<file path="config.mk">
export PLATFORM = sky130hd
export DESIGN_NAME = adder_tree_seq_flat
export DESIGN_NICKNAME = d
export VERILOG_FILES = /design/src/rtl/adder_tree_seq_if.sv /design/src/rtl/adder_tree_seq.sv /design/src/flat_wrapper.sv
export SDC_FILE = /design/constraint.sdc
export NUM_CORES = 1
export LEC_CHECK = 0
export BUFFER_PORTS_ARGS = -buffer_cell sky130_fd_sc_hd__buf_4
export CAP_MARGIN = 20
export CORE_AREA = 2 2 245 247
export CTS_CLUSTER_SIZE = 20
export DETAILED_ROUTE_END_ITERATION = 6
export DIE_AREA = 0 0 247 249
export HOLD_SLACK_MARGIN = 0.15
export PLACE_DENSITY = 0.41
export SLEW_MARGIN = 10
export SYNTH_ARGS = -nofsm -noshare
export SYNTH_HDL_FRONTEND = slang
export SYNTH_SLANG_ARGS = --single-unit
</file>
<file path="constraint.sdc">
create_clock -name clk_i -period 5.95 [get_ports clk_i]
set_input_delay 0 -clock clk_i [delete_from_list [all_inputs] [get_ports clk_i]]
set_output_delay 0 -clock clk_i [all_outputs]
set_load 0.05 [all_outputs]
</file>
<file path="src/rtl/adder_tree_seq_if.sv">
// Job, chunk-stream, adder-tree and result signals of the adder-tree sequencer.
interface adder_tree_seq_if #(
  parameter int N_DIM_ARRAY    = 8,
  parameter int ACC_DATA_WIDTH = 32,
  parameter int CNT_WIDTH      = 16
);
  localparam int LW = $clog2(N_DIM_ARRAY) + 1;

  // job control
  logic                                           start_i;
  logic [CNT_WIDTH-1:0]                           num_chunks_i;
  logic [LW-1:0]                                  last_lanes_i;
  logic [ACC_DATA_WIDTH-1:0]                      bias_i;
  // chunk stream; lane k sits at bits [k*W +: W]
  logic                                           in_valid_i;
  logic                                           in_ready_o;
  logic [N_DIM_ARRAY-1:0][ACC_DATA_WIDTH-1:0]     in_data_i;
  // external combinational adder tree
  logic [N_DIM_ARRAY-1:0][ACC_DATA_WIDTH-1:0]     tree_operands_o;
  logic [ACC_DATA_WIDTH-1:0]                      tree_result_i;
  // result port and status
  logic                                           out_valid_o;
  logic                                           out_ready_i;
  logic [ACC_DATA_WIDTH-1:0]                      out_data_o;
  logic                                           busy_o;
  logic                                           done_o;

  modport slave (
    input  start_i, num_chunks_i, last_lanes_i, bias_i,
    input  in_valid_i, in_data_i, tree_result_i, out_ready_i,
    output in_ready_o, tree_operands_o, out_valid_o, out_data_o, busy_o, done_o
  );

  modport master (
    output start_i, num_chunks_i, last_lanes_i, bias_i,
    output in_valid_i, in_data_i, tree_result_i, out_ready_i,
    input  in_ready_o, tree_operands_o, out_valid_o, out_data_o, busy_o, done_o
  );
endinterface

</file>
<file path="src/rtl/adder_tree_seq.sv">
// Adder-tree sequencer: streams N-lane chunks through an external adder tree
// and accumulates the tree sums onto a bias to reduce a vector to one scalar.

// Per-lane operand gate: zeroes lanes beyond the valid count of the final chunk.
module adder_tree_seq_lane #(
  parameter int W = 32
) (
  input  logic [W-1:0] i_data,
  input  logic         i_keep,
  output logic [W-1:0] o_data
);
  assign o_data = i_keep ? i_data : '0;
endmodule

module adder_tree_seq #(
  parameter int N_DIM_ARRAY    = 8,
  parameter int ACC_DATA_WIDTH = 32,
  parameter int CNT_WIDTH      = 16
) (
  input  logic              clk_i,
  input  logic              rst_ni,
  adder_tree_seq_if.slave   bus
);
  localparam int W  = ACC_DATA_WIDTH;
  localparam int LW = $clog2(N_DIM_ARRAY) + 1;
  localparam logic [CNT_WIDTH-1:0] CNT_ONE = CNT_WIDTH'(1);

  typedef enum logic [1:0] {S_IDLE, S_ACCUM, S_OUTPUT} state_t;

  state_t               r_state, w_state_nxt;
  logic [CNT_WIDTH-1:0] r_num, r_cnt;
  logic [LW-1:0]        r_last;
  logic [W-1:0]         r_acc, r_out;

  logic                 w_start, w_in_ready, w_out_valid, w_busy;
  logic                 w_accept, w_final;
  logic [LW-1:0]        w_last_cfg;
  logic [W-1:0]         w_acc_sum;

  // a last_lanes of 0 means the final chunk is full
  assign w_last_cfg = (bus.last_lanes_i == '0) ? LW'(N_DIM_ARRAY) : bus.last_lanes_i;
  assign w_start    = (r_state == S_IDLE) & bus.start_i;
  assign w_final    = (r_cnt == r_num - CNT_ONE);
  assign w_accept   = bus.in_valid_i & w_in_ready;
  assign w_acc_sum  = r_acc + bus.tree_result_i;

  // lane gating is purely combinational so the tree sees valid operands every cycle
  for (genvar k = 0; k < N_DIM_ARRAY; k++) begin : g_lane
    localparam logic [LW-1:0] K = LW'(k);
    adder_tree_seq_lane #(.W(W)) u_lane (
      .i_data (bus.in_data_i[k]),
      .i_keep (~w_final | (K < r_last)),
      .o_data (bus.tree_operands_o[k])
    );
  end

  // state register
  always_ff @(posedge clk_i or negedge rst_ni) begin
    if (!rst_ni) r_state <= S_IDLE;
    else         r_state <= w_state_nxt;
  end

  // next-state and handshake outputs
  always_comb begin
    w_state_nxt = r_state;
    w_in_ready  = 1'b0;
    w_out_valid = 1'b0;
    w_busy      = 1'b1;
    case (r_state)
      S_IDLE: begin
        w_busy = 1'b0;
        if (bus.start_i)
          w_state_nxt = (bus.num_chunks_i == '0) ? S_OUTPUT : S_ACCUM;
      end
      S_ACCUM: begin
        w_in_ready = 1'b1;
        if (bus.in_valid_i && w_final) w_state_nxt = S_OUTPUT;
      end
      S_OUTPUT: begin
        w_out_valid = 1'b1;
        if (bus.out_ready_i) w_state_nxt = S_IDLE;
      end
      default: w_state_nxt = S_IDLE;
    endcase
  end

  // job config latch, accumulator, chunk counter and result register
  always_ff @(posedge clk_i or negedge rst_ni) begin
    if (!rst_ni) begin
      r_num  <= '0;
      r_last <= '0;
      r_cnt  <= '0;
      r_acc  <= '0;
      r_out  <= '0;
    end else if (w_start) begin
      r_num  <= bus.num_chunks_i;
      r_last <= w_last_cfg;
      r_cnt  <= '0;
      r_acc  <= bus.bias_i;
      // empty job: the bias is the result
      if (bus.num_chunks_i == '0) r_out <= bus.bias_i;
    end else if (w_accept) begin
      r_acc <= w_acc_sum;
      // counter stops at num_chunks, so a full-range job never wraps
      r_cnt <= r_cnt + CNT_ONE;
      if (w_final) r_out <= w_acc_sum;
    end
  end

  assign bus.in_ready_o  = w_in_ready;
  assign bus.out_valid_o = w_out_valid;
  assign bus.out_data_o  = r_out;
  assign bus.busy_o      = w_busy;
  assign bus.done_o      = w_out_valid & bus.out_ready_i;
endmodule

</file>
<file path="src/flat_wrapper.sv">
// flat-port wrapper written by rule: the top's interface ports become plain ports
module adder_tree_seq_flat 
#(
  parameter int N_DIM_ARRAY    = 8,
  parameter int ACC_DATA_WIDTH = 32,
  parameter int CNT_WIDTH      = 16
)
  (clk_i, rst_ni, bus_start_i, bus_num_chunks_i, bus_last_lanes_i, bus_bias_i, bus_in_valid_i, bus_in_data_i, bus_tree_result_i, bus_out_ready_i, bus_in_ready_o, bus_tree_operands_o, bus_out_valid_o, bus_out_data_o, bus_busy_o, bus_done_o);
  adder_tree_seq_if #(.N_DIM_ARRAY(N_DIM_ARRAY), .ACC_DATA_WIDTH(ACC_DATA_WIDTH), .CNT_WIDTH(CNT_WIDTH)) bus_i ();
  input  logic clk_i;
  input  logic rst_ni;
  input wire logic [$bits(bus_i.start_i)-1:0] bus_start_i;
  input wire logic [$bits(bus_i.num_chunks_i)-1:0] bus_num_chunks_i;
  input wire logic [$bits(bus_i.last_lanes_i)-1:0] bus_last_lanes_i;
  input wire logic [$bits(bus_i.bias_i)-1:0] bus_bias_i;
  input wire logic [$bits(bus_i.in_valid_i)-1:0] bus_in_valid_i;
  input wire logic [$bits(bus_i.in_data_i)-1:0] bus_in_data_i;
  input wire logic [$bits(bus_i.tree_result_i)-1:0] bus_tree_result_i;
  input wire logic [$bits(bus_i.out_ready_i)-1:0] bus_out_ready_i;
  output wire logic [$bits(bus_i.in_ready_o)-1:0] bus_in_ready_o;
  output wire logic [$bits(bus_i.tree_operands_o)-1:0] bus_tree_operands_o;
  output wire logic [$bits(bus_i.out_valid_o)-1:0] bus_out_valid_o;
  output wire logic [$bits(bus_i.out_data_o)-1:0] bus_out_data_o;
  output wire logic [$bits(bus_i.busy_o)-1:0] bus_busy_o;
  output wire logic [$bits(bus_i.done_o)-1:0] bus_done_o;
  assign bus_i.start_i = bus_start_i;
  assign bus_i.num_chunks_i = bus_num_chunks_i;
  assign bus_i.last_lanes_i = bus_last_lanes_i;
  assign bus_i.bias_i = bus_bias_i;
  assign bus_i.in_valid_i = bus_in_valid_i;
  assign bus_i.in_data_i = bus_in_data_i;
  assign bus_i.tree_result_i = bus_tree_result_i;
  assign bus_i.out_ready_i = bus_out_ready_i;
  assign bus_in_ready_o = bus_i.in_ready_o;
  assign bus_tree_operands_o = bus_i.tree_operands_o;
  assign bus_out_valid_o = bus_i.out_valid_o;
  assign bus_out_data_o = bus_i.out_data_o;
  assign bus_busy_o = bus_i.busy_o;
  assign bus_done_o = bus_i.done_o;
  adder_tree_seq #(.N_DIM_ARRAY(N_DIM_ARRAY), .ACC_DATA_WIDTH(ACC_DATA_WIDTH), .CNT_WIDTH(CNT_WIDTH)) u_core (.clk_i(clk_i), .rst_ni(rst_ni), .bus(bus_i));
endmodule
</file>
### After elaboration in Yosys (flattened, before gate mapping)

Cells that the tools add are included.

| storage, ports and cells | value |
|---|---|
| register bits | 102 |
| word-level logic and storage cells | 69 |

| cells by class | value |
|---|---|
| $add $sub $neg | 3 |
| magnitude comparators | 8 |
| eq/ne operators | 7 |
| muxes and demuxes | 25 |
| bitwise operators | 12 |
| reduce and logical (&&, ||, !) cells | 8 |

Operators with widths:

| cell | count |
|---|---|
| 2-to-1 mux 32 bit | 14 |
| adder 32 bit | 1 |
| 2-to-1 mux 16 bit | 2 |
| adder 16 x 1 -> 16 bit (second input constant) | 1 |
| equality test 16 bit | 1 |
| zero test 16 bit | 1 |
| < comparator 3 x 4 -> 1 bit (first input constant) | 4 |
| subtractor 16 x 1 -> 16 bit (second input constant) | 1 |
| < comparator 1 x 4 -> 1 bit (first input constant) | 2 |
| < comparator 2 x 4 -> 1 bit (first input constant) | 2 |
| 2-to-1 mux 2 bit | 4 |
| bitwise OR 1 bit | 8 |
| inequality test 2 bit (second input constant) | 3 |
| case mux 2 bit (3 select lines) | 1 |
| AND reduction 3 bit | 2 |
| zero test 4 bit | 1 |
| 2-to-1 mux 4 bit | 1 |
| nonzero test 2 bit | 2 |
| bitwise AND 1 bit | 3 |
| 2-to-1 mux 1 bit | 3 |
| equality test 2 x 1 -> 1 bit (second input constant) | 1 |
| equality test 2 bit (second input constant) | 1 |
| zero test 2 bit | 1 |
| inequality test 2 x 1 -> 1 bit (second input constant) | 1 |
| other kinds (2) | 2 |

### Depth between registers and ports, before layout

| logic depth | value |
|---|---|
| depth in word-level cells | 5 |
| mapped depth | 11 |
| gate-level depth less buffers | 11 |

### Modules after synthesis

From an unflattened synthesis, not the netlist that was laid out.

| second synthesis, totals | value |
|---|---|
| cell total of the unflattened synthesis | 1051 |
| area, all modules | 8580.7 um^2 |

By module, submodules not included:

| module | instances | cells an instance | area an instance (um^2) |
|---|---|---|---|
| adder_tree_seq | 1 | 771 | 6538.8 |
| adder_tree_seq_lane | 8 | 35 | 255.2 |

### Worst setup path after synthesis

OpenSTA, ideal clock, no wires.

| timing | value |
|---|---|
| path kind | reg-to-output |
| from | reg u_core.r_num[2] |
| to | out bus_tree_operands_o[161] |
| data arrival time | 3219 ps |
| data required time | 5950 ps |
| slack | 2731 ps |
| cell stages (with the launch flop) | 11 |
| path through | dfrtp_1 or3_1 clkbuf_1 or3_1 or3_1 mux2_2 nand3_1 nor3_2 a21boi_2 buf_2 nor2b_1 |

| on the way | value |
|---|---|
| longest elaborated chain between the ends | 5 |

RTL lines:

| item | line | source |
|---|---|---|
| from (decl) | adder_tree_seq.sv:31 | `logic [CNT_WIDTH-1:0] r_num, r_cnt;` |
| from (signal assigned) | adder_tree_seq.sv:96 | `r_num <= bus.num_chunks_i;` |
| subtractor 16 x 1 -> 16 bit | adder_tree_seq.sv:43 | `assign w_final = (r_cnt == r_num - CNT_ONE);` |
| equality test 16 bit | adder_tree_seq.sv:43 |  |
| NOT 1 bit | adder_tree_seq.sv:52 | `.i_keep (~w_final \| (K < r_last)),` |
| bitwise OR 1 bit | adder_tree_seq.sv:52 |  |
| 2-to-1 mux 32 bit | adder_tree_seq.sv:12 | `assign o_data = i_keep ? i_data : '0;` |
| to (decl) | flat_wrapper.sv:21 | `output wire logic [$bits(bus_i.tree_operands_o)-1:0] bus_tree_operands_o;` |

No other way between the ends.

### Worst setup path after layout

| timing | value |
|---|---|
| from | reg u_core.r_num[2] |
| to | out bus_tree_operands_o[89] |

The elaborated chain is that of the path after synthesis.

==> summary.txt <==
Outcome
  • Status: finished, final reports clean

Yosys
  • Syn Nets: 1475
  • Avg Cell Area, Syn: 7.81 um2
  • Top post-synthesis cells by area: dfrtp_1 (30%), nor2b_1 (16%), nand2_1 (5.5%)
  • Register area share after synthesis: 0.298
  • Yosys Warn Count: 0
  • Top-count cell post-synth: nor2b_1
  • Synth Flop Type: dfrtp_1
  • Async SR Flop Fraction: 1.00
  • Synth top area share: 0.298
  • Netlist cell types: 66
  • Gate Count Post-Synth: 1096
  • Post-synth EDFFs: 0
  • Cell Area, Synth: 8560 um2
  • Synth Register Bits: 102
  • Dominant cell type by area after synthesis: dfrtp_1
  • Post-synth top cells: nor2b_1 (220), nand2_1 (126), dfrtp_1 (102)

GRT
  • Met3 track demand over resource: 0.0890
  • Initial antenna violation count: 19
  • Grt ovf: 0
  • Met1 GRT Util: 0.292
  • Gr busiest metal: met2
  • Gr usage total: 0.222
  • Number of global-route vias before repair: 10800
  • GR Layer Usage met2: 0.335
  • First-pass GRT wire length: 93600 um
  • Largest net degree at the start of global routing: 77

Pwr
  • Gate power share: 0.644
  • Net Switching: 2480 uW
  • Leak Pwr: 0.00726 uW
  • P_int: 2390 uW
  • Sw Share: 0.509
  • Seq pwr share: 0.226
  • Max IR drop VDD: 141 uV
  • PD cells: 324 nW/um2
  • Clock network power share: 0.130

Clocking
  • Clk sinks: 102
  • H-tree levels: 3
  • Num CTS Buffers: 9
  • Cts repair resizes: 0
  • CTS tree: yes
  • Clk Latency, worst-skew pair: 0.39 ns
  • Root Driver: clkbuf_16
  • Post-CTS setup buffer count: 0
  • Clock Path Buffers: 2
  • Clock transition at path regs: 0.09 ns
  • CTS Hold Buffers Added: 56

Routing
  • Initial DRC count: 604
  • Wirelength, routed: 70900 um
  • WL/cell: 27.9 um
  • Via density: 4.20
  • Via count: 10700
  • DRC errors left: 0
  • Pre-Repair DR Iteration Count: 6
  • Routed Antenna Nets: 0

Die
  • Die area: 61500 um2
  • Row count: 89
  • Die X: 247 um
  • Die height: 249 um
  • Top-level I/O count: 637
  • Initial Util: 0.146
  • Core Region: 58700 um2

Timing
  • Clock skew: 0.0281 ns
  • RSZ-0062 raised after global routing: false
  • Max Fclk: 0.217 GHz
  • Measured slew at the worst slew-check pin: 0.920 ns
  • Hold Vio Cnt, Final: 0
  • Final slew viol count: 0
  • Post-route minimum period: 4.60 ns
  • Worst slew margin: 0.385
  • Period utilisation layout: 0.774
  • Final Worst Setup Slack: 1.35 ns
  • Final setup viols: 0
  • Hold_ws: 0.168 ns
  • Setup TNS: 0 ns

Placed design
  • Final HPWL DP: 61200 um
  • I/O Buffers: 636
  • GPL Wtd Cong: 0.974
  • Pre-CTS setup slack: 1.56 ns

Critical path
  • Slowest stage delay, CP: 0.67 ns
  • CP Class: flop to output port
  • Slowest stage cell, crit path: nand2_1
  • R2r setup slk: 2.16 ns
  • R2R cell count: 9
  • Worst EP arrival: 4.60 ns
  • Crit-path max FO: 35
  • Element type at the critical path end: output port
  • Critical path cell sequence: or3_1, or3_1, or4_1, nand3_1, nand3_1, nor4_4, buf_4, nand2_1, and2_1, buf_4
  • Reg2reg start: u_core.r_num[2]
  • Critical Path Start Type: flop
  • Worst reg2reg endpoint: u_core.bus.out_data_o[26]
  • WP data required: 5.95 ns

Run
  • Max cap viols: 0

Hold path
  • Hold Crit Class: input pin to async pin

Cells and area
  • Layout area overhead: 75.8%
  • Final net count: 2125
  • Layout cells sized above 1: 0.394
-- power groups by stage --
| stage | registers [uW] | logic, uW | clock network, uW |
|---|---|---|---|
| after floorplan | 1080 | 2090 | 0 |
| after global placement | 1110 | 3080 | 0 |
| after detailed placement | 1110 | 3070 | 0 |
| after CTS | 1100 | 3140 | 666 |
| after global routing | 1140 | 3430 | 695 |
| final | 1100 | 3130 | 634 |
-- cells in the final DEF, fill, tap and decap left out, types with 13 or more instances in the layout --
| cell type | synthesis | layout |
|---|---|---|
| buf_4 | 0 | 649 |
| ha_1 | 33 | 33 |
| o21ai_0 | 48 | 48 |
| mux2i_1 | 13 | 13 |
| xnor2_1 | 26 | 26 |
| a31oi_1 | 31 | 31 |
| a21oi_1 | 63 | 63 |
| and2_1 | 69 | 69 |
| nor2b_1 | 220 | 220 |
| nand2_1 | 126 | 125 |
| nand3_1 | 24 | 24 |
| xor2_1 | 27 | 27 |
| dfrtp_1 | 102 | 102 |
| inv_1 | 15 | 15 |
| dlygate4sd3_1 | 0 | 56 |
| nor2_1 | 69 | 69 |
| diode_2 | 0 | 13 |
-- critical path, delay by kind of cell (launching register included) --
kind / cells / cell delay, ns
flops: 1 / 0.44
buf+inv: 2 / 0.62
simple gates: 8 / 3.11
-- flip-flops by register name (all words and copies together) (netlist names) --
register               cells
u_core.r_acc              32
u_core.bus.out_data_o     32
u_core.r_num              16
u_core.r_cnt              16
u_core.r_state             2
u_core.r_last              4
-- worst max path at each step --
stage                               end  depth (start not counted)             from
2_1_floorplan  bus_tree_operands_o[161]                         10  u_core.r_num[2]
3_3_place_gp    bus_tree_operands_o[12]                         10  u_core.r_num[2]
3_5_place_dp    bus_tree_operands_o[30]                         10  u_core.r_num[2]
4_1_cts         bus_tree_operands_o[30]                         10  u_core.r_num[2]
5_1_grt         bus_tree_operands_o[93]                         10  u_core.r_num[7]
6_report        bus_tree_operands_o[89]                         10  u_core.r_num[2]
-- kinds of logic after synthesis --
| logic type | Yosys count | share of synthesized area |
|---|---|---|
| AND/OR/NAND/NOR | 588 | 0.375 |
| AO/OA/AOI/OAI | 211 | 0.153 |
| flip-flops | 102 | 0.298 |
| buffers and inverters | 83 | 0.0386 |
| XOR/XNOR | 53 | 0.0542 |
| adder cells (fa/ha/maj) | 34 | 0.0506 |
| multiplexers | 25 | 0.0310 |
-- routing by layer --
metal  wire, um  share of wire  up-vias
met3       6990          0.099       64
li1           -              -     5044
met1      31500           0.44     5114
met2      30500           0.43      424
met5         85         0.0012        -
met4       1770          0.025       14
-- per-stage QoR --
stage,area [um2],util,power (uW),cells
after floorplan,8560,-,3170,1096
after global placement,14100,0.241,4190,2451
after detailed placement,14100,0.241,4180,2451
after CTS,15000,0.256,4910,2523
after global routing,15000,0.256,5270,2527
final,15100,0.256,4870,2537
-- final cells by class --
| class | instances | area [um2] |
|---|---|---|
| inverter | 16 | 60.1 |
| tap | 773 | 967 |
| timing repair buffer | 706 | 5450 |
| sequential | 102 | 2550 |
| multi-input combinational | 911 | 5690 |
| clock buffer | 9 | 225 |
| fill | 6525 | 43600 |
| antenna | 13 | 32.5 |
| clock inverter | 7 | 73.8 |
(Power assumes the default switching activity.)
